## config.mk

```make
export PLATFORM = sky130hd
export DESIGN_NAME = mem_access_ctrl
export DESIGN_NICKNAME = d
export VERILOG_FILES = /design/src/rtl/mem_access_ctrl.sv
export SDC_FILE = /design/constraint.sdc
export NUM_CORES = 1
export LEC_CHECK = 0
export BUFFER_PORTS_ARGS = -buffer_cell sky130_fd_sc_hd__buf_2
export CORE_AREA = 2 2 141 143
export CTS_BUF_LIST = sky130_fd_sc_hd__clkbuf_2
export CTS_CLUSTER_DIAMETER = 30
export CTS_CLUSTER_SIZE = 14
export DETAILED_ROUTE_END_ITERATION = 16
export DIE_AREA = 0 0 143 145
export GPL_TIMING_DRIVEN = 1
export PLACE_DENSITY_LB_ADDON = 0.3
export REMOVE_ABC_BUFFERS = 1
export SLEW_MARGIN = 20
export SYNTH_ARGS = -nofsm -noshare
export SYNTH_HDL_FRONTEND = slang
export SYNTH_SLANG_ARGS = --single-unit
```

## constraint.sdc

```tcl
create_clock -name Clk -period 5.6 [get_ports Clk]
set_input_delay 0 -clock Clk [delete_from_list [all_inputs] [get_ports Clk]]
set_output_delay 0 -clock Clk [all_outputs]
set_load 0.1 [all_outputs]
```

## src/rtl/mem_access_ctrl.sv

```systemverilog
// Load/store initiator for the byte-banked data memory; sub-word stores are read-modify-write.
// Define MEM_ACCESS_BOUNDS_CHECK_EN to reject accesses that leave the low 64 KiB window.
module mem_access_ctrl #(
  parameter int MEM_RD_LATENCY = 1,
  parameter int ADDR_W         = 64
) (
  input  logic              Clk,
  input  logic              Reset,
  input  logic              req_valid,
  output logic              req_ready,
  input  logic              req_we,
  input  logic [1:0]        req_size,
  input  logic              req_unsigned,
  input  logic [ADDR_W-1:0] req_addr,
  input  logic [31:0]       req_wdata,
  output logic              rsp_valid,
  output logic [63:0]       rsp_rdata,
  output logic              rsp_err,
  output logic [ADDR_W-1:0] mem_raddr,
  output logic [ADDR_W-1:0] mem_waddr,
  output logic [31:0]       mem_wdata,
  output logic              mem_wr,
  input  logic [31:0]       mem_rdata
);

  typedef enum logic [1:0] {IDLE, RD_WAIT, WRITE, RESP} state_t;

  state_t      state;
  state_t      state_nxt;
  logic        accept;
  logic        acc_err;
  logic        word_store;
  logic [1:0]  size_q;
  logic        we_q;
  logic        uns_q;
  logic        err_q;
  logic [31:0] wdata_q;
  logic [2:0]  cnt_q;
  logic [31:0] merged;
  logic [63:0] load_ext;

  assign accept     = req_valid && (state == IDLE);
  assign word_store = req_we && req_size[1];
  assign rsp_err    = err_q;

`ifdef MEM_ACCESS_BOUNDS_CHECK_EN
  logic [1:0]  last_off;
  logic [16:0] end_addr;

  always_comb begin
    case (req_size)
      2'b00:   last_off = 2'd0;
      2'b01:   last_off = 2'd1;
      default: last_off = 2'd3;
    endcase
  end

  // Carry out of the low 16 bits means the access runs past 16'hFFFF.
  assign end_addr = {1'b0, req_addr[15:0]} + {15'd0, last_off};
  assign acc_err  = (|req_addr[ADDR_W-1:16]) || end_addr[16];
`else
  assign acc_err = 1'b0;
`endif

  always_comb begin
    case (size_q)
      2'b00:   merged = {mem_rdata[31:8], wdata_q[7:0]};
      2'b01:   merged = {mem_rdata[31:16], wdata_q[15:0]};
      default: merged = wdata_q;
    endcase
  end

  always_comb begin
    case (size_q)
      2'b00:   load_ext = {{56{~uns_q & mem_rdata[7]}}, mem_rdata[7:0]};
      2'b01:   load_ext = {{48{~uns_q & mem_rdata[15]}}, mem_rdata[15:0]};
      default: load_ext = {{32{~uns_q & mem_rdata[31]}}, mem_rdata};
    endcase
  end

  always_ff @(posedge Clk or posedge Reset) begin
    if (Reset) begin
      state <= IDLE;
    end else begin
      state <= state_nxt;
    end
  end

  always_comb begin
    state_nxt = state;
    case (state)
      IDLE: begin
        if (accept) begin
          if (acc_err)         state_nxt = RESP;
          else if (word_store) state_nxt = WRITE;
          else                 state_nxt = RD_WAIT;
        end
      end
      RD_WAIT: begin
        if (cnt_q == 3'd0) state_nxt = we_q ? WRITE : RESP;
      end
      WRITE:   state_nxt = RESP;
      RESP:    state_nxt = IDLE;
      default: state_nxt = IDLE;
    endcase
  end

  always_comb begin
    req_ready = 1'b0;
    rsp_valid = 1'b0;
    mem_wr    = 1'b0;
    case (state)
      IDLE:    req_ready = 1'b1;
      WRITE:   mem_wr    = 1'b1;
      RESP:    rsp_valid = 1'b1;
      default: ;
    endcase
  end

  always_ff @(posedge Clk or posedge Reset) begin
    if (Reset) begin
      size_q    <= 2'b00;
      we_q      <= 1'b0;
      uns_q     <= 1'b0;
      err_q     <= 1'b0;
      wdata_q   <= 32'd0;
      cnt_q     <= 3'd0;
      mem_raddr <= '0;
      mem_waddr <= '0;
      mem_wdata <= 32'd0;
      rsp_rdata <= 64'd0;
    end else begin
      case (state)
        IDLE: begin
          if (accept) begin
            size_q    <= req_size;
            we_q      <= req_we;
            uns_q     <= req_unsigned;
            err_q     <= acc_err;
            wdata_q   <= req_wdata;
            cnt_q     <= 3'(MEM_RD_LATENCY);
            mem_raddr <= req_addr;
            mem_waddr <= req_addr;
            // A word store needs no read, so its write data is final already.
            mem_wdata <= req_wdata;
            rsp_rdata <= 64'd0;
          end
        end
        RD_WAIT: begin
          if (cnt_q != 3'd0) begin
            cnt_q <= cnt_q - 3'd1;
          end else if (we_q) begin
            mem_wdata <= merged;
          end else begin
            rsp_rdata <= load_ext;
          end
        end
        default: ;
      endcase
    end
  end

endmodule

```

==> metrics.md, run 1 <==
| Metric | Value |
|---|---|
| GPL Wtd Cong | 0.8107 |
| Longest Clk Path Bufs | 2 |
| Err | [ERROR RSZ-0060] Max buffer count reached. |
| Row cnt | 51 |
| Post-DP HPWL | 14860 µm |
| Port Buf Inserts | 361 |
| Postcts setup bufs | 0 |
| CTS Root Buffer Type | clkbuf_2 |
| Placement Cell Area | 9498 µm² |
| Die height | 145 µm |
| Gate Count Post-Synth | 654 |
| Initial Util | 43.05% |
| Fail Step | 4_1_cts |
| Io pins | 363 |
| Sequential share of the synthesized area | 51.45% |
| # clock sinks | 170 |
| CTS buffer count | 17 |
| Synth Cell Area | 8268 µm² |
| Yosys reg bits | 170 |
| DIE WIDTH | 143 µm |
| Warnings, synthesis | 0 |
| Hold_buf cts | 237 |
| CTS resizes | 0 |
| Status | stopped before the end |
| Synth unique cells | 36 |
| H-tree depth | 4 |
| Syn Area/Cell | 12.64 µm² |
-- cell usage after synthesis, drive strengths merged --
cell type / instances / area, µm²
inv: 32 / 120.1
nor2: 16 / 60.06
o31ai: 1 / 7.510
a2111o: 1 / 11.26
and2: 1 / 6.260
o21a: 1 / 7.510
nand2b: 4 / 25.02
nand3: 2 / 10.01
o2bb2ai: 8 / 70.07
or2: 1 / 6.260
dfrtp: 170 / 4254
conb: 1 / 3.750
a21oi: 40 / 200.2
o211a: 1 / 10.01
and3: 1 / 6.260
buf: 127 / 918.4
mux2: 136 / 1610
o211ai: 11 / 82.58
mux2i: 21 / 222.7
o21ai: 9 / 45.04
a21o: 9 / 67.56
nor2b: 3 / 18.77
or3b: 1 / 8.760
clkbuf: 8 / 30.03
nand2: 6 / 22.52
ha: 8 / 100.1
nor4b: 1 / 15.01
o2111ai: 1 / 8.760
a22o: 9 / 78.83
a32o: 23 / 230.2
and2b: 1 / 10.01
-- stage by stage --
stage	instances	setup WS, ns	util [%]
after global placement	1148	2.506	49.44
after floorplan	519	-14.71	-
after detailed placement	1148	2.464	49.45
-- cell families after synthesis --
family                   share of synthesized area, %
buffers and inverters                           12.92
AO/OA/AOI/OAI                                   9.912
multiplexers                                    22.17
adder cells (fa/ha/maj)                         1.211
other                                         0.04536
AND/OR/NAND/NOR                                 2.285
flip-flops                                      51.45
==> inputs of run 2 (changes only) <==
- CORE_AREA: 2 2 141 143 -> unset
- CORE_UTILIZATION: unset -> 40
- CTS_BUF_LIST: sky130_fd_sc_hd__clkbuf_2 -> unset
- CTS_CLUSTER_DIAMETER: 30 -> unset
- CTS_CLUSTER_SIZE: 14 -> unset
- DIE_AREA: 0 0 143 145 -> unset
- PLACE_DENSITY_LB_ADDON: 0.3 -> 0.15
==> metrics.md, run 2 <==
| Metric | Value |
|---|---|
| Status | complete, no violations (was stopped before the end) |
| Layout fillers | 1742 |
| Top_reg_cell synth | dfrtp_1 (unchanged) |
| CP peak stage delay | 0.85 ns |
| Grt total ovfl | 0 |
| Cell with the most instances after synthesis | dfrtp_1 (unchanged) |
| Initial antenna violation count | 0 |
| RSZ-0062 raised after global routing | false |
| Biggest regs | mem_waddr x64, rsp_rdata x33 |
| CTS tree | yes |
| Area of the multi-input gates | 2955 µm² |
| H-tree depth | 4 (unchanged) |
| Row cnt | 52 (was 51) |
| Clock-pin transition on the worst setup and hold timing paths | 0.07 ns |
| Net count, final | 1163 |
| Final setup vio count | 0 |
| Largest net degree at the start of global routing | 81 |
| Warnings, synthesis | 0 (unchanged) |
| Critical path endpoint category | register |
| Worst-Margin Slew | 1.077 ns |
| Ant. Diodes | 0 |
| Post-synth top area share | 51.45% (unchanged) |
| # DRC | 0 |
| Slew HR | 28.21% |
| First drt pass iteration count | 7 |
| Vias per cell | 4.820 |
| CTS Root Buffer Type | clkbuf_16 (was clkbuf_2) |
| DRT met1 WL | 8757 µm |
| Max Cap Viol | 0 |
| DR WL met3 | 1080 µm |
| WL/cell | 16.15 µm |
| Sequential share of the synthesized area | 51.45% (unchanged) |
| Worst min path class | primary input to register |
| Slowest CP cell | ha_2 |
| Post-DP HPWL | 13870 µm (was 14860 µm) |
| Vias in the first global route | 6283 |
| Port Buf Inserts | 361 (unchanged) |
| Max reg flops | 64 |
| Async SR Flop Fraction | 100.0% (unchanged) |
| Biggest register | mem_waddr |
| Placement Cell Area | 9510 µm² (was 9498 µm²) |
| CP required | 5.90 ns |
| CP Max Fanout | 49 |
| Synth Cell Area | 8268 µm² (unchanged) |
| Fin. max-slew vios | 0 |
| Final Critical Period | 3.062 ns |
| Syn Area/Cell | 12.64 µm² (unchanged) |
| GPL Wtd Cong | 0.7323 (was 0.8107) |
| Gate Count Post-Synth | 654 (unchanged) |
| Area grow syn2layout | 35.74% |
| Main area contributors after synthesis | dfrtp_1 (51%), mux2_2 (16%), buf_4 (8.7%) (unchanged) |
| # placed instances | 1154 (was 1148) |
| Worst path bufs/invs | 1 |
| Die area | 21250 µm² |
| Io pins | 363 (unchanged) |
| Post-synth EDFFs | 0 (unchanged) |
| DRT iter0 DRCs | 190 |
| Max Fclk | 326.6 MHz |
| Most frequent cells in the layout | buf_2 (361), dfrtp_1 (169), dlygate4sd3_1 (117) |
| Family with the most delay on the worst path | adder cells |
| Die height | 145.8 µm (was 145 µm) |
| Final hold slack | 0.03125 ns |
| Antenna violation net count after detailed routing | 0 |
| Final Hold Vio Count | 0 |
| Yosys reg bits | 170 (unchanged) |
| CTS buffer count | 17 (unchanged) |
| Fin cells | 1303 |
| Layout Utilization | 55.47% |
| Total number of vias | 6281 |
| Startpoint Class | register |
| Final WL | 21040 µm |
| Met2 wire len | 10930 µm |
| DIE WIDTH | 145.8 µm (was 143 µm) |
| DR top layer | met4 |
| Post-synth top area cell | dfrtp_1 (unchanged) |
| Layout cells sized above 1 | 52.37% |
| First-pass GRT wire length | 33240 µm |
| Commonest non-fill, non-tap cell in the layout | buf_2 |
| Synth top cells by count | dfrtp_1 (170), mux2_2 (115), buf_4 (96) (unchanged) |
| FF/Latch Area | 4255 µm² |
| # clock sinks | 170 (unchanged) |
| Worst skew pair latency | 0.42 ns |
| Core ar. | 20230 µm² |
| Cell breakdown of the critical path | inv_1 -> ha_2 -> mux2_4 -> o211a_2 -> mux2_2 |
| Synth unique cells | 36 (unchanged) |
| Arrival time worst endpoint | 3.37 ns |
| Final worst-path cycle share | 54.68% |
| Design Area, Final | 11220 µm² |
| Global-route usage over all layers | 20.06% |
| Final Skew | 0.009276 ns |
| Crit Path Class | register to register |
| Longest Clk Path Bufs | 2 (unchanged) |
| Initial Util | 40.86% (was 43.05%) |
-- run 2: cell counts after synthesis --
Identical to the previous run, type by type.
-- run 2: repair_timing --
| item | in CTS | in global routing |
|---|---|---|
| resized for setup | 0 | 0 |
| hold buffers | 117 | 0 |
| hold endpoints to repair | 225 | 0 |
| buffers inserted | 0 | 0 |
-- run 2: path summary, 6_finish.rpt --
check	cells after the start	slack (ns)	end	startpoint
worst max-delay path	5	2.54	mem_wdata[28]$_DFFE_PP0P_	state[1]$_DFFE_PP0P_
worst min-delay path	4	0.03	rsp_rdata[19]$_DFFE_PP0P_	mem_rdata[19]
worst max register to register	5	2.54	mem_wdata[28]$_DFFE_PP0P_	state[1]$_DFFE_PP0P_
worst min register to register	1	0.49	rsp_rdata[21]$_DFFE_PP0P_	rsp_rdata[21]$_DFFE_PP0P_
max in group asynchronous	4	3.97	wdata_q[29]$_DFFE_PP0P_	Reset
min in group asynchronous	3	0.25	mem_waddr[21]$_DFFE_PP0P_	Reset
-- run 2: layer usage --
metal | GRT usage (%) | vias up
met1 | 24.27 | 3101
met3 | 3.824 | 18
met4 | 6.632 | 0
met2 | 35.72 | 238
li1 | - | 2924
met5 | 0 | -
-- run 2: per-stage QoR --
step                setup WS, ns  TNS (ns)
detailed placement         2.468         0
floorplan                 -14.71   -454.93
CTS                        2.439         0
finish                     2.538         0
global route               2.295         0
global placement           2.522         0
-- run 2: layout make-up --
type                       instances  area share (%)
multi-input combinational        317           26.33
timing repair buffer             482           26.80
sequential                       170           37.92
tap                              270           3.010
clock buffer                      18           3.824
inverter                          32           1.115
clock inverter                    14           1.003
-- run 2: tightest hold or removal path: stages --
cell	delay, ns
buf_2	0.09
inv_1	0.03
a21oi_1	0.13
a32o_1	0.17
-- run 2: logic make-up after synthesis --
logic type,after synthesis,share of synthesized area [%]
AOI/OAI and AO/OA,114,9.912
adders and majority gates,8,1.211
buffers and inverters,167,12.92
DFF,170,51.45
muxes,157,22.17
other,1,0.04536
and+or+nand+nor,37,2.285
Power of run 2 is not shown: default switching activity piles up to over one toggle a cycle in this logic, so the estimate is an artifact.
